### src/rtl/div_seq_ctrl.sv
// div_seq_ctrl: multi-cycle radix-2 restoring divider sequencer for DIV/DIVU.
// Holds the pipeline through stall_req while dividing, then loads quotient
// into lo and remainder into hi with a one-cycle result_valid strobe.
// Optional build macro: DIV_EARLY_OUT_EN skips the dividend's leading zeros
// so that small dividends finish sooner.
//
// state | meaning
// ------+--------------------------------------------------------------
// IDLE  | waiting for a divide; stall_req asserted on the accept cycle
// BUSY  | one restoring quotient bit per cycle, pipeline held
// DONE  | hi/lo freshly loaded, result_valid pulses unless annulled
module div_seq_ctrl #(
  parameter int         DATA_WIDTH = 32,
  parameter logic [5:0] FUNCT_DIV  = 6'b011010,
  parameter logic [5:0] FUNCT_DIVU = 6'b011011
) (
  input  logic                  clk,
  input  logic                  rst_n,
  input  logic [5:0]            funct,
  input  logic                  start,
  input  logic                  annul,
  input  logic [DATA_WIDTH-1:0] operand_a,
  input  logic [DATA_WIDTH-1:0] operand_b,
  output logic                  stall_req,
  output logic                  result_valid,
  output logic [DATA_WIDTH-1:0] hi,
  output logic [DATA_WIDTH-1:0] lo
);

  localparam int CW = $clog2(DATA_WIDTH);

  typedef enum logic [1:0] {IDLE, BUSY, DONE} state_t;

  state_t                state_q, state_d;
  logic [DATA_WIDTH-1:0] rem_q, quo_q, dvs_q;
  logic [CW-1:0]         cnt_q;
  logic                  q_neg_q, r_neg_q;

  logic                  is_signed, is_div, accept, div_zero, a_zero, last;
  logic [DATA_WIDTH-1:0] abs_a, abs_b, quo_init;
  logic [CW-1:0]         cnt_init;
  logic [DATA_WIDTH:0]   r_sh;
  logic                  ge;
  logic [DATA_WIDTH-1:0] rem_nxt, quo_nxt;

`ifdef DIV_EARLY_OUT_EN
  localparam int ZW = CW + 1;
  logic [ZW-1:0] clz_a;

  function automatic logic [ZW-1:0] clz(input logic [DATA_WIDTH-1:0] v);
    clz = ZW'(DATA_WIDTH);
    for (int i = 0; i < DATA_WIDTH; i++) begin
      if (v[i]) clz = ZW'(DATA_WIDTH - 1 - i);
    end
  endfunction
`endif

  // Decode, operand magnitudes and one restoring step
  always_comb begin
    is_signed = (funct == FUNCT_DIV);
    is_div    = start & ((funct == FUNCT_DIV) | (funct == FUNCT_DIVU));
    accept    = (state_q == IDLE) & is_div & ~annul;
    div_zero  = (operand_b == '0);
    abs_a     = (is_signed & operand_a[DATA_WIDTH-1]) ? -operand_a : operand_a;
    abs_b     = (is_signed & operand_b[DATA_WIDTH-1]) ? -operand_b : operand_b;
`ifdef DIV_EARLY_OUT_EN
    clz_a     = clz(abs_a);
    a_zero    = (abs_a == '0);
    quo_init  = abs_a << clz_a;
    cnt_init  = clz_a[CW-1:0];
`else
    a_zero    = 1'b0;
    quo_init  = abs_a;
    cnt_init  = '0;
`endif
    last      = (cnt_q == CW'(DATA_WIDTH - 1));
    // Shifted partial remainder can need one extra bit before the compare
    r_sh      = {rem_q, quo_q[DATA_WIDTH-1]};
    ge        = (r_sh >= {1'b0, dvs_q});
    rem_nxt   = ge ? (r_sh[DATA_WIDTH-1:0] - dvs_q) : r_sh[DATA_WIDTH-1:0];
    quo_nxt   = {quo_q[DATA_WIDTH-2:0], ge};
  end

  // FSM state register
  always_ff @(posedge clk or negedge rst_n) begin
    if (!rst_n) state_q <= IDLE;
    else        state_q <= state_d;
  end

  // Next state, stall request and result strobe
  always_comb begin
    state_d      = state_q;
    stall_req    = 1'b0;
    result_valid = 1'b0;
    case (state_q)
      IDLE: begin
        if (accept) begin
          stall_req = 1'b1;
          state_d   = (div_zero | a_zero) ? DONE : BUSY;
        end
      end
      BUSY: begin
        stall_req = 1'b1;
        if (annul)     state_d = IDLE;
        else if (last) state_d = DONE;
      end
      DONE: begin
        result_valid = ~annul;
        state_d      = IDLE;
      end
      default: state_d = IDLE;
    endcase
  end

  // Divider datapath and hi/lo result registers
  always_ff @(posedge clk or negedge rst_n) begin
    if (!rst_n) begin
      rem_q   <= '0;
      quo_q   <= '0;
      dvs_q   <= '0;
      cnt_q   <= '0;
      q_neg_q <= 1'b0;
      r_neg_q <= 1'b0;
      hi      <= '0;
      lo      <= '0;
    end else begin
      case (state_q)
        IDLE: begin
          if (accept) begin
            rem_q   <= '0;
            quo_q   <= quo_init;
            dvs_q   <= abs_b;
            cnt_q   <= cnt_init;
            q_neg_q <= is_signed & (operand_a[DATA_WIDTH-1] ^ operand_b[DATA_WIDTH-1]);
            r_neg_q <= is_signed & operand_a[DATA_WIDTH-1];
            // Divide-by-zero takes priority so results match the plain build
            if (div_zero) begin
              lo <= '1;
              hi <= operand_a;
            end else if (a_zero) begin
              lo <= '0;
              hi <= '0;
            end
          end
        end
        BUSY: begin
          if (!annul) begin
            rem_q <= rem_nxt;
            quo_q <= quo_nxt;
            cnt_q <= cnt_q + CW'(1);
            if (last) begin
              lo <= q_neg_q ? -quo_nxt : quo_nxt;
              hi <= r_neg_q ? -rem_nxt : rem_nxt;
            end
          end
        end
        default: ;
      endcase
    end
  end

endmodule

### config.mk
export PLATFORM = sky130hd
export DESIGN_NAME = div_seq_ctrl
export DESIGN_NICKNAME = d
export VERILOG_FILES = /design/src/rtl/div_seq_ctrl.sv
export SDC_FILE = /design/constraint.sdc
export NUM_CORES = 1
export LEC_CHECK = 0
export CORE_ASPECT_RATIO = 0.75
export CORE_UTILIZATION = 32
export DETAILED_ROUTE_END_ITERATION = 8
export SLEW_MARGIN = 40
export SYNTH_ARGS = -nofsm -noshare
export SYNTH_HDL_FRONTEND = slang
export SYNTH_SLANG_ARGS = --single-unit
### constraint.sdc
create_clock -name clk -period 15.2 [get_ports clk]
set_input_delay 1.52 -clock clk [delete_from_list [all_inputs] [get_ports clk]]
set_output_delay 1.52 -clock clk [all_outputs]
set_load 0.01 [all_outputs]
==> results.ini, run 1 <==
[status]
status = completed

[cts]
cts_buffers = 17
clk_latency_ns = 0.44
cts-root-buf = clkbuf_16
cts_tree = yes
cts-htree-levels = 4
clock-sinks = 169
cts_hold_buf = 0
clk_pin_slew_ns = 0.07
cts_resized = 0
cts_buffer_depth = 2
postCtsSetupBuffers = 0

[global_routing]
grt_first_pass_wirelength_mm = 63.3
grt_usage_pct = 21.5
grt_pass1_vias = 11000
grt.overflow.total = 0
antenna_found_initial = 0
grt_max_degree = 103

[synth]
synthDistinctLibCells = 80
yosysMostFrequentCell = nor2_1
ys_ff_latch = 169
yosys.area_share.simple_pct = 21.2
async_flop_share_pct = 100
synth_fa_ha_area_share_pct = 4.10
synth_edf_count = 0
ys_top_cells_by_count = nor2_1, nand2_1, dfrtp_1
synth_compound_area_share_pct = 23.2
synthXorXnorAreaFrac_pct = 10.2
synth_area_per_cell_um2 = 7.94
yosysSeqAreaShare_pct = 35.0
synth_top_family_by_area = compound AO/OA/AOI/OAI gates
synth_top_cell_by_area = dfrtp_1
mappedNetlistArea_um2 = 12100
ys_warn_count = 0
synthFlopType = dfrtp_1
synth_area_leaders = dfrtp_1, xor2_1, a21oi_1
synth_top_area_share_pct = 35.0
synthMuxAreaShare_pct = 2.01
synth_nets = 1633
synthCells = 1520

[cells_and_area]
drive_gt1_share_pct = 5.24
fin_area_um2 = 14600
final_nets = 1721
final-instance-count-excl-fill = 2125
n_antenna_cell = 0
synthToLayoutAreaGrowth_pct = 20.7

[power_and_ir_drop]
power_density_nw_per_um2 = 97.9
internal_power_uw = 921
seqPwrFrac_pct = 37.9
peakVddDrop_v = 0.0000796
switching_share_pct = 35.4
p_leak_uw = 0.00616
pwr-share-comb_pct = 28.8
clkPwrFrac_pct = 33.3
p_switching_uw = 506

[timing]
hold_violations = 0
rsz0062_at_grt = no
fin_ws_ns = 9.18
finalCritPeriodShare_pct = 39.6
tightest_slew_ns = 0.767
tns_ns = 0
relSlewSlack_pct = 47.5
fmax_mhz = 166
clock_skew_ns = 0.0111
maxSlewViolCount = 0
setup_viol = 0
layout_min_cycle_time_ns = 6.02

[placement]
io_buffer_count = 139
dp_cells = 2093
gp_congestion = 0.927
hpwlAfterDp_mm = 31.0
dp_slack_ns = 9.24
postPlaceCellArea_um2 = 13900

[setup_path]
required_ns = 15.52
critPathLaunchType = flip-flop
path_buf_inv = 3
worstSetupPathType = flip-flop to flip-flop
cp_max_fo = 41
cp_slowest_cell = buf_4
crit_path_end_kind = flip-flop
crit_chain = ha_1 > a21o_1 > a21oi_1 > a21oi_1 > o211ai_1 > a211o_1 > nand2_2 > buf_4 > inv_2 > buf_4 > mux2i_1 > ha_1 > nand2_1 > a2111o_1 > nor2_1 > nand4b_1 > o22ai_1 > nand4_1 > nor4_1 > mux2i_1 > a221o_1
max_stage_delay_ns = 0.42
cp.depth = 21
cp_top_family = compound AO/OA/AOI/OAI gates
cp.arrival_ns = 6.34
ff2ff_path_depth = 21

[drt]
drt-total-wl_mm = 40.7
via_per_inst = 5.41
dr.pass1.iters = 5
wl_per_cell_um = 19.2
drt_iter0_markers = 1250
vias = 11500
remaining_drc_errors = 0
ant_nets = 0

[die]
initial_utilization_pct = 32.5
ioPinCount = 140
core-area_um2 = 37100
dieWidth_um = 226
dieArea_um2 = 38500
rows = 61
die_y_um = 170

[flow_run]
cap_violations = 0

[worst_hold_path]
min_path_cells = 2
hp-class = flip-flop to flip-flop

-- placed cells by master, fill, tap and decap left out, types with 6 or more instances in the layout --
cell             Yosys  layout
a211oi_1             8       7
a21o_1              11      10
a21oi_1            163     162
a22o_1               7       7
a31oi_1             33      33
and2_1              12      11
and3_1               6       6
buf_4                0       9
clkbuf_16            0      17
clkdlybuf4s50_1      0     138
dfrtp_1            169     167
ha_1                38      38
inv_1               48      48
mux2i_1             22      22
nand2_1            187     186
nand2b_1            11      11
nand3_1             20      20
nand4_1             11      11
nor2_1             189     188
nor3_1              29      29
nor4_1              13      13
o211ai_1            10      10
o21a_1               6       6
o21ai_0            128     128
o21ai_1             14      14
o31ai_1             28      27
o41ai_1             13      13
or2_2                6       6
or3_1               20      20
or4_1                6       6
xnor2_1             42      42
xor2_1              99      99
-- path summary, 6_finish.rpt --
kind | slack, ns | startpoint | end
max | 9.18 | rem_q[2] | hi[30]
min | 0.48 | cnt_q[4] | cnt_q[4]
max reg2reg | 9.18 | rem_q[2] | hi[30]
min reg2reg | 0.48 | cnt_q[4] | cnt_q[4]
max in group asynchronous | 12.40 | rst_n | r_neg_q
min in group asynchronous | 1.00 | rst_n | lo[20]
-- power by group through the flow --
stage	combinational (uW)	sequential, uW	clock [uW]
3_3_place_gp	404	545	0
3_5_place_dp	404	547	0
2_1_floorplan	289	525	0
4_1_cts	408	539	481
5_1_grt	458	547	500
6_report	411	540	476
-- sequential cells by signal, indices dropped and copies added, names as in the netlist --
register	count
lo	32
quo_q	32
hi	32
q_neg_q	1
cnt_q	5
rem_q	32
r_neg_q	1
dvs_q	32
state_q	2
-- cell type report --
| cell class | count | area, um^2 |
|---|---|---|
| repair buffers | 151 | 1500 |
| flip-flops and latches | 169 | 4230 |
| multi-input cells | 1219 | 7390 |
| clock inverters | 12 | 163 |
| fillers | 3827 | 22500 |
| clock buffers | 20 | 467 |
| inverters | 50 | 188 |
| well taps | 504 | 631 |
-- layer usage --
metal / vias to the layer above / global-route usage, % / part of all wire (%)
li1: 5548 / - / -
met1: 5543 / 31.4 / 48
met2: 375 / 31.6 / 43
met3: 39 / 4.44 / 6.5
met4: 0 / 6.08 / 2.0
met5: - / 0 / 0
-- through the flow --
stage	power (uW)	hold WS, ns	utilization, %
after floorplan	815	0.445	-
after global placement	949	0.462	37.5
after detailed placement	951	0.471	37.6
after CTS	1430	0.487	39.3
after global routing	1510	0.537	39.3
final	1430	0.479	39.3
-- kinds of logic after synthesis --
family                     count (synthesis)
AOI/OAI and AO/OA                        464
DFF                                      169
adders and majority gates                 39
muxes                                     24
xor gates and xnor gates                 141
and+or+nand+nor                          551
buffers and inverters                    132
-- worst register-to-register path: cells and delay by family (launching register included) --
| kind | cells | cell delay [ns] |
|---|---|---|
| compound gates | 8 | 2.49 |
| simple gates | 6 | 1.08 |
| buf+inv | 3 | 0.83 |
| fa+ha+maj | 2 | 0.63 |
| mux | 2 | 0.47 |
| flops | 1 | 0.40 |
Note: power is estimated with default switching activity, not from simulation.
==> run 2, diff against run 1 <==
==> constraint.sdc (replaced) <==
create_clock -name clk -period 5.5 [get_ports clk]
set_input_delay 0.55 -clock clk [delete_from_list [all_inputs] [get_ports clk]]
set_output_delay 0.55 -clock clk [all_outputs]
set_load 0.01 [all_outputs]
==> results.ini, run 2 (same netlist as run 1, synthesis figures left out) <==
[cts]
cts_tree = yes
clk_pin_slew_ns = 0.07
clk_latency_ns = 0.44
cts_buffer_depth = 2
clock-sinks = 169
cts-root-buf = clkbuf_16
cts_buffers = 17
cts-htree-levels = 4

[drt]
wl_per_cell_um = 19.0
via_per_inst = 5.38
ant_nets = 0
remaining_drc_errors = 0
vias = 11600
dr.pass1.iters = 5
drt-total-wl_mm = 40.8
drt_iter0_markers = 1037

[cells_and_area]
final_nets = 1742
synthToLayoutAreaGrowth_pct = 22.5
n_fill_cell = 3803
fin_util_pct = 39.9
final-instance-count-excl-fill = 2148
drive_gt1_share_pct = 6.46
final_cell_mix = nor2_1, nand2_1, dfrtp_1
layout.cells.most_common = nor2_1

[timing]
layout_min_cycle_time_ns = 5.17
hold_violations = 0
maxSlewViolCount = 0
rsz0062_at_grt = no
relSlewSlack_pct = 42.0
setup_viol = 0
clock_skew_ns = 0.0113
tns_ns = 0
fmax_mhz = 194
finalCritPeriodShare_pct = 93.9
tightest_slew_ns = 0.862

[global_routing]
met3_usage_pct = 4.85
grt.busiest_layer = met1
grt_usage_pct = 21.6
grt_max_degree = 100
use_met2_pct = 31.2
grt_pass1_vias = 11100
grt_first_pass_wirelength_mm = 63.9
antenna_found_initial = 1
grt.overflow.total = 0
use_met1_pct = 31.7

[setup_path]
path_buf_inv = 1
timing.rr.start = rem_q[0]
cp_top_family = compound AO/OA/AOI/OAI gates
cp_max_fo = 5
r2r_end = hi[30]
cp.arrival_ns = 5.50
worstSetupPathType = flip-flop to flip-flop
critPathLaunchType = flip-flop
crit_chain = ha_1 > nor2b_1 > o2111ai_1 > a21oi_1 > o211ai_1 > a211o_1 > nand2_2 > inv_2 > mux2i_1 > ha_1 > nand2_1 > a2111o_1 > nor2_1 > nand4b_1 > o22ai_2 > nand4_1 > nor4_1 > mux2i_1 > a221o_1
cp_slowest_cell = dfrtp_1
ff2ff_path_depth = 19
required_ns = 5.83
max_stage_delay_ns = 0.45
ff2ff_setup_slack_ns = 0.33
crit_path_end_kind = flip-flop

[die]
initial_utilization_pct = 32.5
die_y_um = 170
ioPinCount = 140
dieArea_um2 = 38500
dieWidth_um = 226
rows = 61
core-area_um2 = 37100

[power_and_ir_drop]
peakVddDrop_v = 0.000212
p_leak_uw = 0.00630
power_density_nw_per_um2 = 269

[worst_hold_path]
hp-class = primary input to async pin

[placement]
hpwlAfterDp_mm = 31.5
dp_cells = 2111
io_buffer_count = 139
gp_congestion = 0.948

[flow_run]
cap_violations = 0

[status]
status = completed

[run 2: changes by cell type in the layout (fill, tap and decap cells not counted), moves of 2 or more]
cell / change
diode_2: +2
clkinvlp_4: -4
buf_4: +20
inv_8: +2
buf_6: -3
clkinv_2: +3
[run 2: power by group]
group | internal (uW) | switching (uW)
combinational | 455 | 721
clock | 761 | 565
sequential | 1350 | 124
total | 2560 | 1410
[run 2: per-layer routing]
metal / vias to the layer above / share of wire [%]
met5: - / 0
met4: 0 / 1.8
met3: 39 / 7.7
met2: 352 / 43
met1: 5574 / 48
li1: 5599 / -
[run 2: final cells by class]
class	instances	area [um^2]	area share [%]
Antenna cell	2	5.00	0.0339
Clock buffer	20	467	3.16
Clock inverter	12	161	1.09
Inverter	50	188	1.27
Multi-Input combinational cell	1219	7390	50.0
Sequential cell	169	4230	28.6
Tap cell	504	631	4.27
Timing Repair Buffer	172	1710	11.5
[run 2: timing repair]
action | in CTS | in global routing
hold buffers | 0 | 0
buffers inserted | 0 | 1
setup endpoints to repair | 0 | 2
resized for setup | 0 | 1
endpoints found under the hold margin | 0 | 0
[run 2: worst max path at each step]
stage / start / end / slack, ns / depth (start not counted)
2_1_floorplan: rem_q[1] / hi[30] / 0.49 / 22
3_3_place_gp: rem_q[2] / hi[30] / 0.46 / 19
3_5_place_dp: rem_q[2] / hi[30] / 0.35 / 19
4_1_cts: rem_q[2] / hi[30] / 0.36 / 19
5_1_grt: rem_q[2] / hi[30] / 0.02 / 19
6_report: rem_q[0] / hi[30] / 0.33 / 19
[run 2: through the flow]
step                power (uW)  cell area (um^2)  hold slack [ns]  setup WS [ns]
floorplan                 2250             12100            0.254          0.492
global placement          2650             14000            0.455          0.463
detailed placement        2650             14100            0.484          0.349
CTS                       3980             14700            0.195          0.357
global route              4190             14800           0.0273         0.0173
finish                    3970             14800           0.0105          0.334
[run 2: worst register-to-register path: cells and delay by family (launching register included)]
| kind | cells | cell delay [ns] |
|---|---|---|
| muxes | 2 | 0.37 |
| adders and majority gates | 2 | 0.61 |
| AOI/OAI and AO/OA | 7 | 2.24 |
| DFF | 1 | 0.45 |
| buffers and inverters | 1 | 0.09 |
| and+or+nand+nor | 7 | 1.31 |
==> run 3, diff against run 2 <==
--- a/config.mk
+++ b/config.mk
@@ -5,7 +5,7 @@
 export SDC_FILE = /design/constraint.sdc
 export NUM_CORES = 1
 export LEC_CHECK = 0
-export CORE_ASPECT_RATIO = 0.75
+export CORE_ASPECT_RATIO = 1.2
 export CORE_UTILIZATION = 32
 export DETAILED_ROUTE_END_ITERATION = 8
 export SLEW_MARGIN = 40
==> results.ini, run 3 (same netlist as run 1, synthesis figures left out) <==
[drt]
ant_nets = 0
vias = 11200
dr.pass1.iters = 7
drt_iter0_markers = 663
drt-total-wl_mm = 38.3
via_per_inst = 5.33
wl_per_cell_um = 18.2
remaining_drc_errors = 22

[worst_hold_path]
hp-class = primary input to async pin

[timing]
hold_violations = 0
setup_viol = 0
maxSlewViolCount = 0
tightest_slew_ns = 0.836
relSlewSlack_pct = 43.8
fmax_mhz = 196
tns_ns = 0
clock_skew_ns = 0.0126
rsz0062_at_grt = no
finalCritPeriodShare_pct = 92.6
layout_min_cycle_time_ns = 5.09

[cells_and_area]
n_antenna_cell = 0
final_cell_mix = nor2_1, nand2_1, dfrtp_1
layout.cells.most_common = nor2_1
final_nets = 1730
synthToLayoutAreaGrowth_pct = 21.0
drive_gt1_share_pct = 5.89
fin_util_pct = 39.5

[power_and_ir_drop]
internal_power_uw = 2450
clkPwrFrac_pct = 32.6
peakVddDrop_v = 0.000234
seqPwrFrac_pct = 38.3
power_density_nw_per_um2 = 266
p_leak_uw = 0.00622
switching_share_pct = 37.0
p_switching_uw = 1440
pwr-share-comb_pct = 29.1

[global_routing]
grt.overflow.total = 0
grt_usage_pct = 20.3
grt_pass1_vias = 11000
grt_max_degree = 96
antenna_found_initial = 0
grt_first_pass_wirelength_mm = 60.9

[placement]
hpwlAfterDp_mm = 29.6
io_buffer_count = 139
gp_congestion = 0.887

[cts]
cts-root-buf = clkbuf_16
cts_tree = yes
clk_latency_ns = 0.45
postCtsSetupBuffers = 0
clock-sinks = 169
cts-htree-levels = 4
clk_pin_slew_ns = 0.08
cts_buffers = 17
cts_buffer_depth = 2

[status]
violations = DRC
status = complete, but fails checks

[die]
core-area_um2 = 37000
rows = 77
dieArea_um2 = 38500
ioPinCount = 140
initial_utilization_pct = 32.6
die_y_um = 215
dieWidth_um = 179

[setup_path]
r2r_end = hi[30]
cp.depth = 19
ff2ff_path_depth = 19
critPathLaunchType = flip-flop
path_buf_inv = 1
timing.rr.start = rem_q[0]
cp_max_fo = 6
max_stage_delay_ns = 0.45
ff2ff_setup_slack_ns = 0.41
worstSetupPathType = flip-flop to flip-flop
cp_top_family = compound AO/OA/AOI/OAI gates
cp.arrival_ns = 5.43
cp_slowest_cell = dfrtp_1
required_ns = 5.84
crit_path_end_kind = flip-flop
crit_chain = ha_1 > nor2b_1 > o2111ai_1 > a21oi_1 > o211ai_1 > a211o_1 > nand2_2 > inv_2 > mux2i_1 > ha_1 > nand2_1 > a2111o_1 > nor2_1 > nand4b_1 > o22ai_2 > nand4_1 > nor4_1 > mux2i_1 > a221o_1

[flow_run]
cap_violations = 0

[run 3: cell count changes in the layout (fill, tap and decap cells not counted), sizes merged]
cell / before / now
clkbuf: 21 / 18
buf: 33 / 21
inv: 55 / 56
bufinv: 3 / 1
clkinvlp: 1 / 0
diode: 2 / 0
clkinv: 3 / 8
[run 3: layout make-up]
cell class	instances	area, um^2
Fill cell	3879	22400
Multi-Input combinational cell	1219	7390
Sequential cell	169	4230
Timing Repair Buffer	160	1580
Tap cell	474	593
Clock buffer	17	425
Clock inverter	15	200
Inverter	50	188
[run 3: how the worst max path moves through the flow]
| stage | endpoint | startpoint | slack (ns) |
|---|---|---|---|
| global placement | hi[30] | rem_q[2] | 0.39 |
| global route | hi[30] | rem_q[0] | 0.08 |
| CTS | hi[30] | rem_q[2] | 0.20 |
| detailed placement | hi[30] | rem_q[2] | 0.21 |
| finish | hi[30] | rem_q[0] | 0.41 |
| floorplan | hi[30] | rem_q[1] | 0.49 |
[run 3: power groups by stage]
stage	sequential (uW)	combinational (uW)	clock [uW]
after CTS	1490	1130	1290
after detailed placement	1520	1130	0
after global placement	1510	1130	0
final	1490	1130	1270
after global routing	1510	1270	1350
after floorplan	1450	799	0
[run 3: per-layer routing]
layer | wire length, um | global-route usage, % | part of all wire, %
met1 | 17100 | 26.0 | 45
met2 | 18800 | 34.6 | 49
met3 | 1300 | 2.60 | 3.4
met4 | 1040 | 6.75 | 2.7
met5 | 0 | 0 | 0
[run 3: stage by stage]
stage	setup WS (ns)	instance area [um^2]	hold slack [ns]	power (uW)	std cells
after floorplan	0.492	12100	0.254	2250	1520
after detailed placement	0.207	13900	0.468	2640	2071
after CTS	0.200	14600	0.139	3920	2103
after global placement	0.386	13900	0.459	2640	2071
after global routing	0.0816	14600	0.166	4120	2104
final	0.407	14600	0.119	3890	2104
[run 3: worst register-to-register path: cells and delay by family, from the launching register on]
| kind | cells | cell delay, ns |
|---|---|---|
| AO/OA/AOI/OAI | 7 | 2.13 |
| AND/OR/NAND/NOR | 7 | 1.26 |
| adder cells (fa/ha/maj) | 2 | 0.62 |
| flip-flops | 1 | 0.45 |
| multiplexers | 2 | 0.42 |
| buffers and inverters | 1 | 0.10 |
[run 3: timing repair]
| action | 4_1_cts | 5_1_grt |
|---|---|---|
| endpoints found under the setup margin | 0 | 2 |
| gates resized for setup | 0 | 3 |
| hold endpoints to repair | 0 | 0 |
| hold buffers | 0 | 0 |
